`src/rtl/ddr_port0_writer.sv`:
```
// ddr_port0_writer
// Frame-buffer write stage of the Mandelbrot pipeline. It takes per-pixel
// iteration counts in raster order and maps each one to a 24-bit colour. The
// colours go into the MCB port-0 write FIFO, and the block issues write bursts
// of up to MAX_BURST words.
// Layout matches the port-1 reader:
//   byte address = BASE_ADDR + 4*(y*x_size + x), one pixel per 32-bit word.
//
// Build option: COLOR_MAP_EN
//   defined   -> palette R = iter, G = {iter[5:0],2'b00}, B = ~iter
//   undefined -> greyscale R = G = B = iter
//   In both builds, MAX_ITERATIONS maps to black.
//
// Handshake: a pixel transfers on a rising clk edge where pix_valid && pix_ready.
// pix_ready is combinational from state, wr_full, word_cnt and pix_sof. It never
// depends on pix_valid. The producer holds pix_sof/pix_iter stable while
// pix_valid is high and the pixel has not yet transferred.
// The MCB side has no ready. wr_en is asserted only while wr_full was low at
// accept time. cmd_en is a one-cycle pulse issued only when cmd_full is low.
// The debug output dbg_state exposes the FSM state:
//   0 = WAIT_CAL, 1 = FILL, 2 = FLUSH, 3 = CMD.

module ddr_port0_writer #(
  parameter int          MAX_ITERATIONS = 255,
  parameter logic [29:0] BASE_ADDR      = 30'd5242880,
  parameter int          MAX_BURST      = 64
) (
  input  logic        clk,
  input  logic        reset,
  input  logic        mem_calib_done,
  input  logic [10:0] x_size,
  input  logic [10:0] y_size,
  input  logic        pix_valid,
  input  logic        pix_sof,
  input  logic [7:0]  pix_iter,
  output logic        pix_ready,
  input  logic        wr_full,
  output logic        wr_en,
  output logic [31:0] wr_data,
  output logic [3:0]  wr_mask,
  input  logic        cmd_full,
  output logic        cmd_en,
  output logic [2:0]  cmd_instr,
  output logic [5:0]  cmd_bl,
  output logic [29:0] cmd_byte_addr,
  output logic        frame_done,
  output logic [1:0]  dbg_state
);

  localparam logic [6:0] BURST_WORDS = 7'(MAX_BURST);
  localparam logic [7:0] ITER_BLACK  = 8'(MAX_ITERATIONS);

  typedef enum logic [1:0] {
    WAIT_CAL = 2'd0,
    FILL     = 2'd1,
    FLUSH    = 2'd2,
    CMD      = 2'd3
  } state_t;

  state_t state;
  state_t state_nxt;

  // Calibration synchroniser.
  logic cal_s1;
  logic cal_s2;

  // Burst and raster bookkeeping.
  logic [6:0]  word_cnt;
  logic [10:0] x;
  logic [10:0] y;
  logic [20:0] line_base;
  logic [29:0] burst_addr;
  logic        frame_end_pend;

  // Combinational helpers.
  logic        accept;
  logic        cmd_issue;
  logic        sof_flush;
  logic [10:0] x_eff;
  logic [10:0] y_eff;
  logic [20:0] lb_eff;
  logic [10:0] x_inc;
  logic [10:0] y_inc;
  logic        eol;
  logic        last_line;
  logic        burst_end;
  logic [21:0] pix_index;
  logic [29:0] pix_addr;
  logic [6:0]  bl_full;
  logic [23:0] colour;

  // Map an iteration count to a 24-bit RGB value.
  function automatic logic [23:0] colour_of(input logic [7:0] it);
    logic [23:0] c;
    if (it == ITER_BLACK) begin
      c = 24'h000000;
    end else begin
`ifdef COLOR_MAP_EN
      c = {it, it[5:0], 2'b00, ~it};
`else
      c = {it, it, it};
`endif
    end
    return c;
  endfunction

  assign dbg_state = state;
  assign wr_mask   = 4'b0000;
  assign cmd_instr = 3'b000;

  // Two-flop synchroniser for the asynchronous calibration flag.
  always_ff @(posedge clk or posedge reset) begin
    if (reset) begin
      cal_s1 <= 1'b0;
      cal_s2 <= 1'b0;
    end else begin
      cal_s1 <= mem_calib_done;
      cal_s2 <= cal_s1;
    end
  end

  // Raster position of the offered pixel: a start-of-frame pixel restarts at (0,0).
  always_comb begin
    x_eff     = pix_sof ? 11'd0 : x;
    y_eff     = pix_sof ? 11'd0 : y;
    lb_eff    = pix_sof ? 21'd0 : line_base;
    x_inc     = x_eff + 11'd1;
    y_inc     = y_eff + 11'd1;
    eol       = (x_inc == x_size);
    last_line = (y_inc == y_size);
    burst_end = ((word_cnt + 7'd1) == BURST_WORDS) || eol;
    pix_index = {1'b0, lb_eff} + {11'd0, x_eff};
    pix_addr  = BASE_ADDR + {6'd0, pix_index, 2'b00};
    bl_full   = word_cnt - 7'd1;
    colour    = colour_of(pix_iter);
  end

  // FSM state register.
  always_ff @(posedge clk or posedge reset) begin
    if (reset) begin
      state <= WAIT_CAL;
    end else begin
      state <= state_nxt;
    end
  end

  // FSM next-state logic.
  always_comb begin
    state_nxt = state;
    case (state)
      WAIT_CAL: begin
        // Calibration dropping later is ignored: WAIT_CAL is never re-entered.
        if (cal_s2) begin
          state_nxt = FILL;
        end
      end
      FILL: begin
        if ((accept && burst_end) || sof_flush || (word_cnt >= BURST_WORDS)) begin
          state_nxt = FLUSH;
        end
      end
      FLUSH: begin
        // One idle cycle lets the final wr_en land before the command.
        state_nxt = CMD;
      end
      CMD: begin
        if (!cmd_full) begin
          state_nxt = FILL;
        end
      end
      default: state_nxt = WAIT_CAL;
    endcase
  end

  // FSM outputs: pixel handshake and command issue strobe.
  always_comb begin
    pix_ready = (state == FILL) && !wr_full && (word_cnt < BURST_WORDS) &&
                !(pix_sof && (word_cnt != 7'd0));
    accept    = pix_valid && pix_ready;
    // A new frame with a partial burst pending flushes that burst first.
    sof_flush = (state == FILL) && pix_valid && pix_sof && (word_cnt != 7'd0);
    cmd_issue = (state == CMD) && !cmd_full;
  end

  // Write-FIFO side: register the colour word and push it one cycle after accept.
  always_ff @(posedge clk or posedge reset) begin
    if (reset) begin
      wr_en   <= 1'b0;
      wr_data <= 32'h0;
    end else begin
      wr_en <= accept;
      if (accept) begin
        wr_data <= {8'h00, colour};
      end
    end
  end

  // Command side: issue the burst and mark the end of a frame.
  always_ff @(posedge clk or posedge reset) begin
    if (reset) begin
      cmd_en        <= 1'b0;
      cmd_bl        <= 6'd0;
      cmd_byte_addr <= 30'd0;
      frame_done    <= 1'b0;
    end else begin
      cmd_en     <= cmd_issue;
      frame_done <= cmd_issue && frame_end_pend;
      if (cmd_issue) begin
        cmd_bl        <= bl_full[5:0];
        cmd_byte_addr <= burst_addr;
      end
    end
  end

  // Burst word count and start address.
  always_ff @(posedge clk or posedge reset) begin
    if (reset) begin
      word_cnt   <= 7'd0;
      burst_addr <= 30'd0;
    end else begin
      if (cmd_issue) begin
        word_cnt <= 7'd0;
      end else if (accept) begin
        word_cnt <= word_cnt + 7'd1;
        if (word_cnt == 7'd0) begin
          burst_addr <= pix_addr;
        end
      end
    end
  end

  // Raster counters: line_base accumulates x_size per line instead of multiplying.
  always_ff @(posedge clk or posedge reset) begin
    if (reset) begin
      x              <= 11'd0;
      y              <= 11'd0;
      line_base      <= 21'd0;
      frame_end_pend <= 1'b0;
    end else begin
      if (cmd_issue) begin
        frame_end_pend <= 1'b0;
      end
      if (accept) begin
        if (eol) begin
          x <= 11'd0;
          if (last_line) begin
            y              <= 11'd0;
            line_base      <= 21'd0;
            frame_end_pend <= 1'b1;
          end else begin
            y         <= y_inc;
            line_base <= lb_eff + {10'd0, x_size};
          end
        end else begin
          x         <= x_inc;
          y         <= y_eff;
          line_base <= lb_eff;
        end
      end
    end
  end

endmodule

```
`config.mk`:
```
export PLATFORM = sky130hd
export DESIGN_NAME = ddr_port0_writer
export DESIGN_NICKNAME = d
export VERILOG_FILES = /design/src/rtl/ddr_port0_writer.sv
export SDC_FILE = /design/constraint.sdc
export NUM_CORES = 1
export LEC_CHECK = 0
export CORE_MARGIN = 2
export CORE_UTILIZATION = 40
export DETAILED_ROUTE_END_ITERATION = 16
export GPL_TIMING_DRIVEN = 0
export HOLD_SLACK_MARGIN = 0.12
export PLACE_DENSITY = 0.61
export SLEW_MARGIN = 30
export SYNTH_ARGS = -nofsm -noshare
export SYNTH_HDL_FRONTEND = slang
export SYNTH_SLANG_ARGS = --single-unit
```
`constraint.sdc`:
```
create_clock -name clk -period 4.7 [get_ports clk]
set_input_delay 0.47 -clock clk [delete_from_list [all_inputs] [get_ports clk]]
set_output_delay 0.47 -clock clk [all_outputs]
set_load 0.05 [all_outputs]
```
==> flow_summary_export.csv, run 1 <==
group,metric,value,unit
floorplan,boundaryPins,118,
critical_path,slowest_delay,0.57,ns
synthesis,synth_top_flop_cell,"dfrtp_1",
final_layout,final_cell_mix,"177 x nand2_1, 118 x dfrtp_1, 95 x clkdlybuf4s50_1",
placement,place_congestion,0.900,
synthesis,syn_area,0.00784,mm²
placement,place_area,0.00924,mm²
cts,cts.sinks,118,
sta,hold_viol,0,
global_route,antenna_found_initial,0,
placement,pre_cts_slack,-1.63,ns
critical_path,crit_path_frequent_cell,"buf_4",
synthesis,synth_seq_cells,118,
sta,setup_viol,0,
critical_path,crit_path_end_kind,"flip-flop",
critical_path,worstPathMaxFanout,19,
power_and_ir_drop,ir_drop,257,µV
synthesis,synth_cell_types,69,
route,ant_nets,0,
placement,port_buffers,95,
floorplan,core,0.0193,mm²
flow_run,cap_violations,0,
cts,cts_hold_buf,0,
sta,min_period,4.45,ns
cts,clk_pin_slew,0.06,ns
worst_hold_path,hp-class,"flip-flop to flip-flop",
power_and_ir_drop,p_total,4.34,mW
floorplan,fp.dieH,144,µm
critical_path,cpLargestDelayFamily,"buffers and inverters",
route,drt_iter0_drc,475,
route,viasPerCell,5.18,
critical_path,crit_arrival,4.75,ns
sta,clock_skew,0.0184,ns
outcome,status,"finished clean",
sta,worst-slew-pin-transition,0.932,ns
critical_path,required,5.00,ns
cts,cts_buffers,17,
final_layout,drive_gt1_share,11.8,%
route,route.detailed.drc,0,
route,vias,7004,
cts,cts_tree,"built",
power_and_ir_drop,leakage,4.40,nW
critical_path,crit_path_start_kind,"input port",
placement,dp_hpwl,15600,µm
floorplan,start_util,40.6,%
synthesis,synth_warnings,0,
critical_path,cp_num_buf_inv,6,
sta,min_period_over_period,94.7,%
final_layout,fillers,1872,
cts,cts_root_buf,"clkbuf_16",
cts,cts.path.max_buffers,2,
critical_path,slowest_stage,"clkdlybuf4s50_1",
floorplan,row_count,51,
sta,setup_ws,0.249,ns
global_route,grt_pass1_vias,6633,
synthesis,syn_avg_cell_area,8.36,µm²
sta,drv_slew,0,
route,routedWlPerCell,15.7,µm
cts,clk_latency,0.43,ns
critical_path,crit_type,"input port to flip-flop",
global_route,track_usage,21.7,%
synthesis,synth_edf_count,0,
floorplan,die_area,0.0207,mm²
global_route,grt_max_degree,69,
sta,rsz0062_at_grt,"false",
floorplan,die_x,144,µm
sta,max-slew-margin-rel,37.4,%
synthesis,synth_cells,938,
final_layout,final_common_cell,"nand2_1",
final_layout,areaGrowthSynthToFinish,26.6,%
sta,timing.fmax,225,MHz
power_and_ir_drop,power.density,438,mW/mm²
synthesis,synth_seq_area_share,37.7,%
route,drt-total-wl,21300,µm
global_route,overflow,0,
final_layout,stdcell_area,0.00993,mm²
route,drt_pass1_iterations,5,
cts,cts_htree_levels,4,
final_layout,n_antenna_cell,0,
final_layout,nNetsFinal,1145,
global_route,grt_pass1_wl,34800,µm
synthesis,async_flop_share,100,%
critical_path,cp_cell_sequence,"clkdlybuf4s50_1 > buf_4 > buf_4 > buf_6 > buf_4 > buf_4 > nor2b_2 > ha_1 > fa_1 > a21o_1 > a221o_1 > o211ai_1 > a21oi_1 > xnor2_1 > nor2_2 > ha_1 > mux2_2",
## path summary, 6_finish.rpt
kind                         start                end  slack, ns  depth (start not counted)
max in group asynchronous    reset   cmd_byte_addr[5]       3.60                          3
hold / removal              cal_s1             cal_s2       0.35                          0
min in group asynchronous    reset  cmd_byte_addr[14]       0.44                          2
setup / recovery           pix_sof     burst_addr[21]       0.25                         17
setup reg to reg              x[0]      line_base[19]       0.74                         10
hold reg to reg             cal_s1             cal_s2       0.35                          0
## state kept, by name (all words and copies together) (netlist names)
signal          count
burst_addr         23
cal_s1              1
cal_s2              1
cmd_bl              6
cmd_byte_addr      23
cmd_en              1
dbg_state           2
frame_done          1
frame_end_pend      1
line_base          21
word_cnt            7
wr_data             8
wr_en               1
x                  11
y                  11
## synth_stat cells (4+ instances only)
master,number,area share (%)
buf_4,38,3.6
or2_2,8,0.64
a22o_1,6,0.67
nand4_1,18,1.4
clkbuf_1,30,1.4
inv_1,27,1.3
nor3_1,13,0.83
buf_2,10,0.64
nand2_1,178,8.5
and2_1,6,0.48
o21ai_0,79,5.0
o21a_1,6,0.57
mux2_2,6,0.86
ha_1,31,4.9
or3_1,11,0.88
nand3_1,25,1.6
nor4_1,7,0.56
dfrtp_1,118,38
nand2b_1,7,0.56
nor2b_1,33,2.6
xnor2_1,32,3.6
a21oi_1,41,2.6
nor2_1,52,2.5
buf_1,4,0.19
o22ai_1,9,0.72
a31oi_1,4,0.32
a211oi_1,9,0.86
nand3b_1,7,0.67
o31ai_1,16,1.5
xor2_1,25,2.8
and3_1,12,0.96
o211ai_1,9,0.86
a21o_1,5,0.48
## layer usage
layer | share of wire, % | global-route usage [%]
met1 | 47 | 30.4
met2 | 46 | 34.2
met3 | 4.7 | 4.30
met4 | 1.7 | 5.88
met5 | 0 | 0
## worst register-to-register path, cell delays in order (launching register included)
cell and delay, ns:
dfrtp_1 0.40, clkbuf_1 0.35, nor4bb_1 0.35, a211oi_1 0.09, a311oi_1 0.41, o311ai_0 0.26
nor4_2 0.81, nand2_1 0.29, nor2_2 0.54, a21oi_1 0.13, a211oi_1 0.22
## what timing repair did
action                     in CTS  in global routing
hold endpoints to repair        0                  0
setup endpoints to repair      48                 30
pin swaps                       1                  3
setup buffers                   2                  1
resized for setup              18                 15
## report_power, final
part | switching (mW) | total, mW | leakage [nW] | internal (mW)
registers | 0.123 | 1.29 | 1.59 | 1.16
logic | 1.13 | 1.74 | 2.54 | 0.605
clock network | 0.517 | 1.32 | 0.277 | 0.801
## cell families (layout without fill, tap and decap cells)
| kind of cell | after synthesis | in the layout | share of synthesized area, % |
|---|---|---|---|
| and+or+nand+nor | 401 | 401 | 25.4 |
| AOI/OAI and AO/OA | 207 | 207 | 16.4 |
| DFF | 118 | 118 | 37.7 |
| buffers and inverters | 113 | 242 | 7.60 |
| xor gates and xnor gates | 57 | 57 | 6.37 |
| adders and majority gates | 33 | 33 | 5.46 |
| muxes | 8 | 8 | 1.12 |
| other | 1 | 22 | 0.0478 |
## metrics by stage
step	TNS, ns	cells	utilization (%)	hold WS, ns
2_1_floorplan	0	959	-	0.331
3_3_place_gp	-163.05	1319	47.6	0.332
3_5_place_dp	-64.22	1320	47.8	0.339
4_1_cts	0	1353	51.2	0.353
5_1_grt	0	1353	51.3	0.365
6_report	0	1353	51.3	0.350
## cell type report
cell class,instances,area (µm²),share of cell area [%]
timing repair buffer,99,1000,10.1
clock inverter,13,148,1.49
buffer,83,509,5.13
clock buffer,19,443,4.46
sequential,118,2950,29.7
multi-input combinational,728,4430,44.6
inverter,28,113,1.13
tap,265,332,3.34
No activity file was read; power rests on OpenSTA's default activity.
==> run 2, diff against run 1 <==
Settings changed: SLEW_MARGIN 30 to 5.
==> flow_summary_export.csv, run 2 (synthesis results as in run 1) <==
group,metric,value,unit
outcome,status,"finished clean",
placement,place_congestion,0.900,
final_layout,final_common_cell,"nand2_1",
route,drt-total-wl,21400,µm
critical_path,crit_arrival,4.69,ns
final_layout,drive_gt1_share,11.9,%
cts,cts.path.max_buffers,2,
final_layout,nNetsFinal,1145,
global_route,track_usage,21.5,%
final_layout,final_cell_mix,"177 x nand2_1, 118 x dfrtp_1, 95 x clkdlybuf4s50_1",
sta,setup_viol,0,
critical_path,required,5.01,ns
sta,max-slew-margin-rel,36.6,%
route,routedWlPerCell,15.8,µm
final_layout,fin_util,51.4,%
flow_run,cap_violations,0,
worst_hold_path,min_path_cells,0,
floorplan,die_x,144,µm
floorplan,fp.dieH,144,µm
sta,timing.fmax,228,MHz
sta,setup_ws,0.321,ns
cts,clk_pin_slew,0.06,ns
power_and_ir_drop,leakage,4.40,nW
floorplan,boundaryPins,118,
cts,cts_hold_buf,0,
route,ant_nets,0,
cts,clk_latency,0.42,ns
route,viasPerCell,5.19,
placement,pre_cts_slack,-1.64,ns
route,drt_pass1_iterations,9,
final_layout,reg_top3,"burst_addr x23, cmd_byte_addr x23, line_base x21",
critical_path,crit_path_start_kind,"input port",
sta,min_period_over_period,93.2,%
sta,rsz0062_at_grt,"false",
placement,port_buffers,95,
floorplan,start_util,40.6,%
critical_path,reg2reg_depth,11,
floorplan,row_count,51,
sta,whs,0.349,ns
critical_path,worstPathMaxFanout,19,
placement,dp_hpwl,15600,µm
final_layout,areaGrowthSynthToFinish,26.7,%
final_layout,n_antenna_cell,0,
cts,cts.sinks,118,
route,drt_iter0_drc,472,
power_and_ir_drop,ir_drop,264,µV
critical_path,crit_type,"input port to flip-flop",
cts,cts_tree,"built",
sta,worst-slew-pin-transition,0.944,ns
cts,cts_root_buf,"clkbuf_16",
sta,min_period,4.38,ns
global_route,overflow,0,
floorplan,die_area,0.0207,mm²
global_route,grt_pass1_vias,6701,
global_route,antenna_found_initial,0,
global_route,grt_max_degree,69,
sta,clock_skew,0.00855,ns
critical_path,crit_path_end_kind,"flip-flop",
power_and_ir_drop,power.density,437,mW/mm²
floorplan,core,0.0193,mm²
sta,hold_viol,0,
cts,cts_buffers,17,
global_route,grt_pass1_wl,34900,µm
sta,drv_slew,0,
route,route.detailed.drc,0,
cts,cts_htree_levels,4,
worst_hold_path,hp-class,"flip-flop to flip-flop",
route,vias,7027,
[run 2: cell count changes in the layout (fill, tap and decap cells not counted)]
| cell | previous run | this run |
|---|---|---|
| buf_6 | 3 | 4 |
| buf_4 | 46 | 44 |
| clkbuf_4 | 1 | 2 |
| inv_8 | 1 | 0 |
| ha_2 | 0 | 1 |
| inv_6 | 4 | 5 |
| ha_1 | 30 | 29 |
[run 2: metrics by stage]
step                      area, µm²  setup TNS (ns)  total power [mW]  cells
after global routing           9930               0              4.56   1353
after CTS                      9900               0              4.38   1353
after floorplan                7920               0              2.50    959
after detailed placement       9240          -64.42              3.05   1320
after global placement         9200         -163.05              3.03   1319
final                          9930               0              4.34   1353
[run 2: worst paths after layout]
kind | from | to | slack (ns)
max in group asynchronous | reset | x[3] | 3.52
max reg2reg | x[0] | y[10] | 0.75
min reg2reg | cal_s1 | cal_s2 | 0.35
max | pix_sof | burst_addr[21] | 0.32
min in group asynchronous | reset | cmd_byte_addr[14] | 0.46
min | cal_s1 | cal_s2 | 0.35
[run 2: layer usage]
layer,share of wire (%),wire length (µm),global-route usage (%),vias to the layer above
li1,-,-,-,3484
met1,46,9910,30.3,3307
met2,47,10000,34.1,211
met3,5.2,1110,3.44,25
met4,1.6,352,6.76,0
met5,0,0,0,-
[run 2: power by group]
group / switching (mW) / internal [mW]
registers: 0.123 / 1.16
clock network: 0.517 / 0.801
logic: 1.13 / 0.606
total: 1.77 / 2.57
[run 2: cell type report]
class,instances,area [µm²]
clock buffers,19,443
well taps,265,332
repair buffers,99,1000
fillers,1897,9400
multi-input cells,728,4430
flip-flops and latches,118,2950
plain buffers,83,513
clock inverters,13,148
inverters,28,110
[run 2: repair_timing]
item                       CTS  global route
setup endpoints to repair   48            28
gates resized for setup     18            16
gates cloned                 0             0
buffers inserted             2             1
pin swaps                    1             3
[run 2: critical path, stage by stage]
cell and delay [ns]:
clkdlybuf4s50_1 0.56, buf_4 0.22, buf_4 0.28, buf_6 0.21
buf_6 0.18, buf_4 0.22, nor2b_1 0.10, ha_1 0.27
fa_1 0.42, a21o_1 0.20, a221o_1 0.34, o211ai_1 0.26
a21oi_1 0.12, xnor2_1 0.18, nor2_2 0.07, ha_1 0.29
mux2_2 0.26
==> run 3, diff against run 2 <==
Settings changed: GPL_TIMING_DRIVEN 0 to 1.
==> flow_summary_export.csv, run 3 (synthesis results as in run 1) <==
group,metric,value,unit
placement,place_area,0.00880,mm²
sta,min_period_over_period,76.9,%
final_layout,seq_area,0.00295,mm²
flow_run,cap_violations,0,
route,drt_iter0_drc,520,
final_layout,multi_input_area,0.00437,mm²
worst_hold_path,hp-class,"flip-flop to flip-flop",
sta,worst-slew-pin-transition,0.930,ns
route,routedWlPerCell,14.9,µm
final_layout,final_common_cell,"nand2_1",
global_route,track_usage,19.3,%
sta,setup_viol,0,
placement,place_congestion,0.873,
power_and_ir_drop,p_total,4.19,mW
sta,timing.fmax,277,MHz
placement,port_buffers,95,
global_route,overflow,0,
critical_path,crit_path_start_kind,"flip-flop",
sta,min_period,3.62,ns
final_layout,areaGrowthSynthToFinish,19.8,%
final_layout,stdcell_area,0.00940,mm²
critical_path,crit_path_frequent_cell,"or3_1",
route,drt-total-wl,19000,µm
global_route,grt_pass1_vias,6238,
placement,dp_hpwl,13900,µm
critical_path,worstPathMaxFanout,17,
final_layout,reg_top3,"burst_addr x23, cmd_byte_addr x23, line_base x21",
power_and_ir_drop,power.density,445,mW/mm²
final_layout,drive_gt1_share,6.92,%
floorplan,start_util,40.6,%
floorplan,fp.dieH,144,µm
critical_path,ff2ff_setup_slack,1.08,ns
route,drt_pass1_iterations,5,
placement,placed_cells,1246,
route,route.detailed.drc,0,
cts,cts_tree,"built",
global_route,antenna_found_initial,0,
critical_path,crit_type,"flip-flop to flip-flop",
final_layout,nNetsFinal,1070,
cts,cts.sinks,118,
cts,cts.path.max_buffers,2,
sta,drv_slew,0,
critical_path,slowest_delay,0.53,ns
floorplan,core,0.0193,mm²
critical_path,crit_arrival,3.96,ns
global_route,grt_max_degree,49,
global_route,grt_pass1_wl,31700,µm
floorplan,row_count,51,
critical_path,cp_cell_sequence,"nor2b_1 > ha_1 > nand3b_1 > o31a_1 > o221a_2 > a211oi_1 > nor4b_4 > buf_4 > or3_1 > or3_1 > a21oi_1",
cts,postCtsSetupRepairBufs,0,
power_and_ir_drop,ir_drop,237,µV
cts,cts_htree_levels,4,
cts,cts_hold_buf,0,
sta,hold_viol,0,
route,viasPerCell,5.17,
cts,cts_buffers,17,
cts,clk_latency,0.42,ns
critical_path,slowest_stage,"dfrtp_1",
critical_path,required,5.04,ns
outcome,status,"finished clean",
final_layout,fillers,1897,
final_layout,n_antenna_cell,0,
cts,cts_root_buf,"clkbuf_16",
cts,cts_resized,0,
final_layout,final_cells,1277,
critical_path,crit_path_end_kind,"flip-flop",
sta,whs,0.352,ns
sta,rsz0062_at_grt,"false",
cts,clk_pin_slew,0.06,ns
floorplan,die_area,0.0207,mm²
power_and_ir_drop,leakage,4.13,nW
sta,clock_skew,0.0120,ns
sta,max-slew-margin-rel,37.9,%
final_layout,final_cell_mix,"178 x nand2_1, 118 x dfrtp_1, 94 x clkdlybuf4s50_1",
sta,totalNegativeSetupSlack,0,ns
route,ant_nets,0,
route,vias,6599,
floorplan,die_x,144,µm
floorplan,boundaryPins,118,
==> run 3: cell types whose count changed in the layout (fill, tap and decap cells not counted), sizes merged <==
cell	delta
buf	-45
bufinv	+1
clkbuf	-28
clkdlybuf4s50	-1
inv	-3
==> run 3: final cells by class <==
class,count,area share [%]
multi-input combinational,728,46.5
clock buffer,20,4.75
sequential,118,31.4
timing repair buffer,107,11.0
inverter,28,1.14
clock inverter,11,1.61
tap,265,3.53
==> run 3: routing by layer <==
layer  GRT usage [%]  up-vias  wire [µm]
li1                -     3322          -
met1            28.0     3101       9320
met2            29.0      155       8480
met3            3.05       21        862
met4            7.07        0        337
met5               0        -          0
==> run 3: power by group <==
group          total (mW)  internal (mW)  switching [mW]
Combinational        1.55          0.502            1.04
Sequential           1.32           1.16           0.152
Clock                1.32          0.846           0.479
Total                4.19           2.51            1.67
==> run 3: path summary, 6_finish.rpt <==
check / start / end / cells past startpoint
worst min register to register: cal_s1 / cal_s2 / 0
max in group asynchronous: reset / y[4] / 3
worst min-delay path: cal_s1 / cal_s2 / 0
worst max-delay path: y[0] / line_base[20] / 11
worst max register to register: y[0] / line_base[20] / 11
min in group asynchronous: reset / cmd_byte_addr[14] / 2
==> run 3: stage by stage <==
stage	worst slack [ns]	utilization, %
final	1.08	48.6
after global routing	0.772	48.6
after CTS	1.07	48.6
after detailed placement	0.854	45.5
after global placement	0.912	45.5
after floorplan	0.506	-
==> run 3: worst max-delay path: cells and delay by family (launching register included) <==
kind                     cells  cell delay, ns
buffers and inverters        1            0.21
AND/OR/NAND/NOR              5            1.35
adder cells (fa/ha/maj)      1            0.35
flip-flops                   1            0.53
AO/OA/AOI/OAI                4            1.09
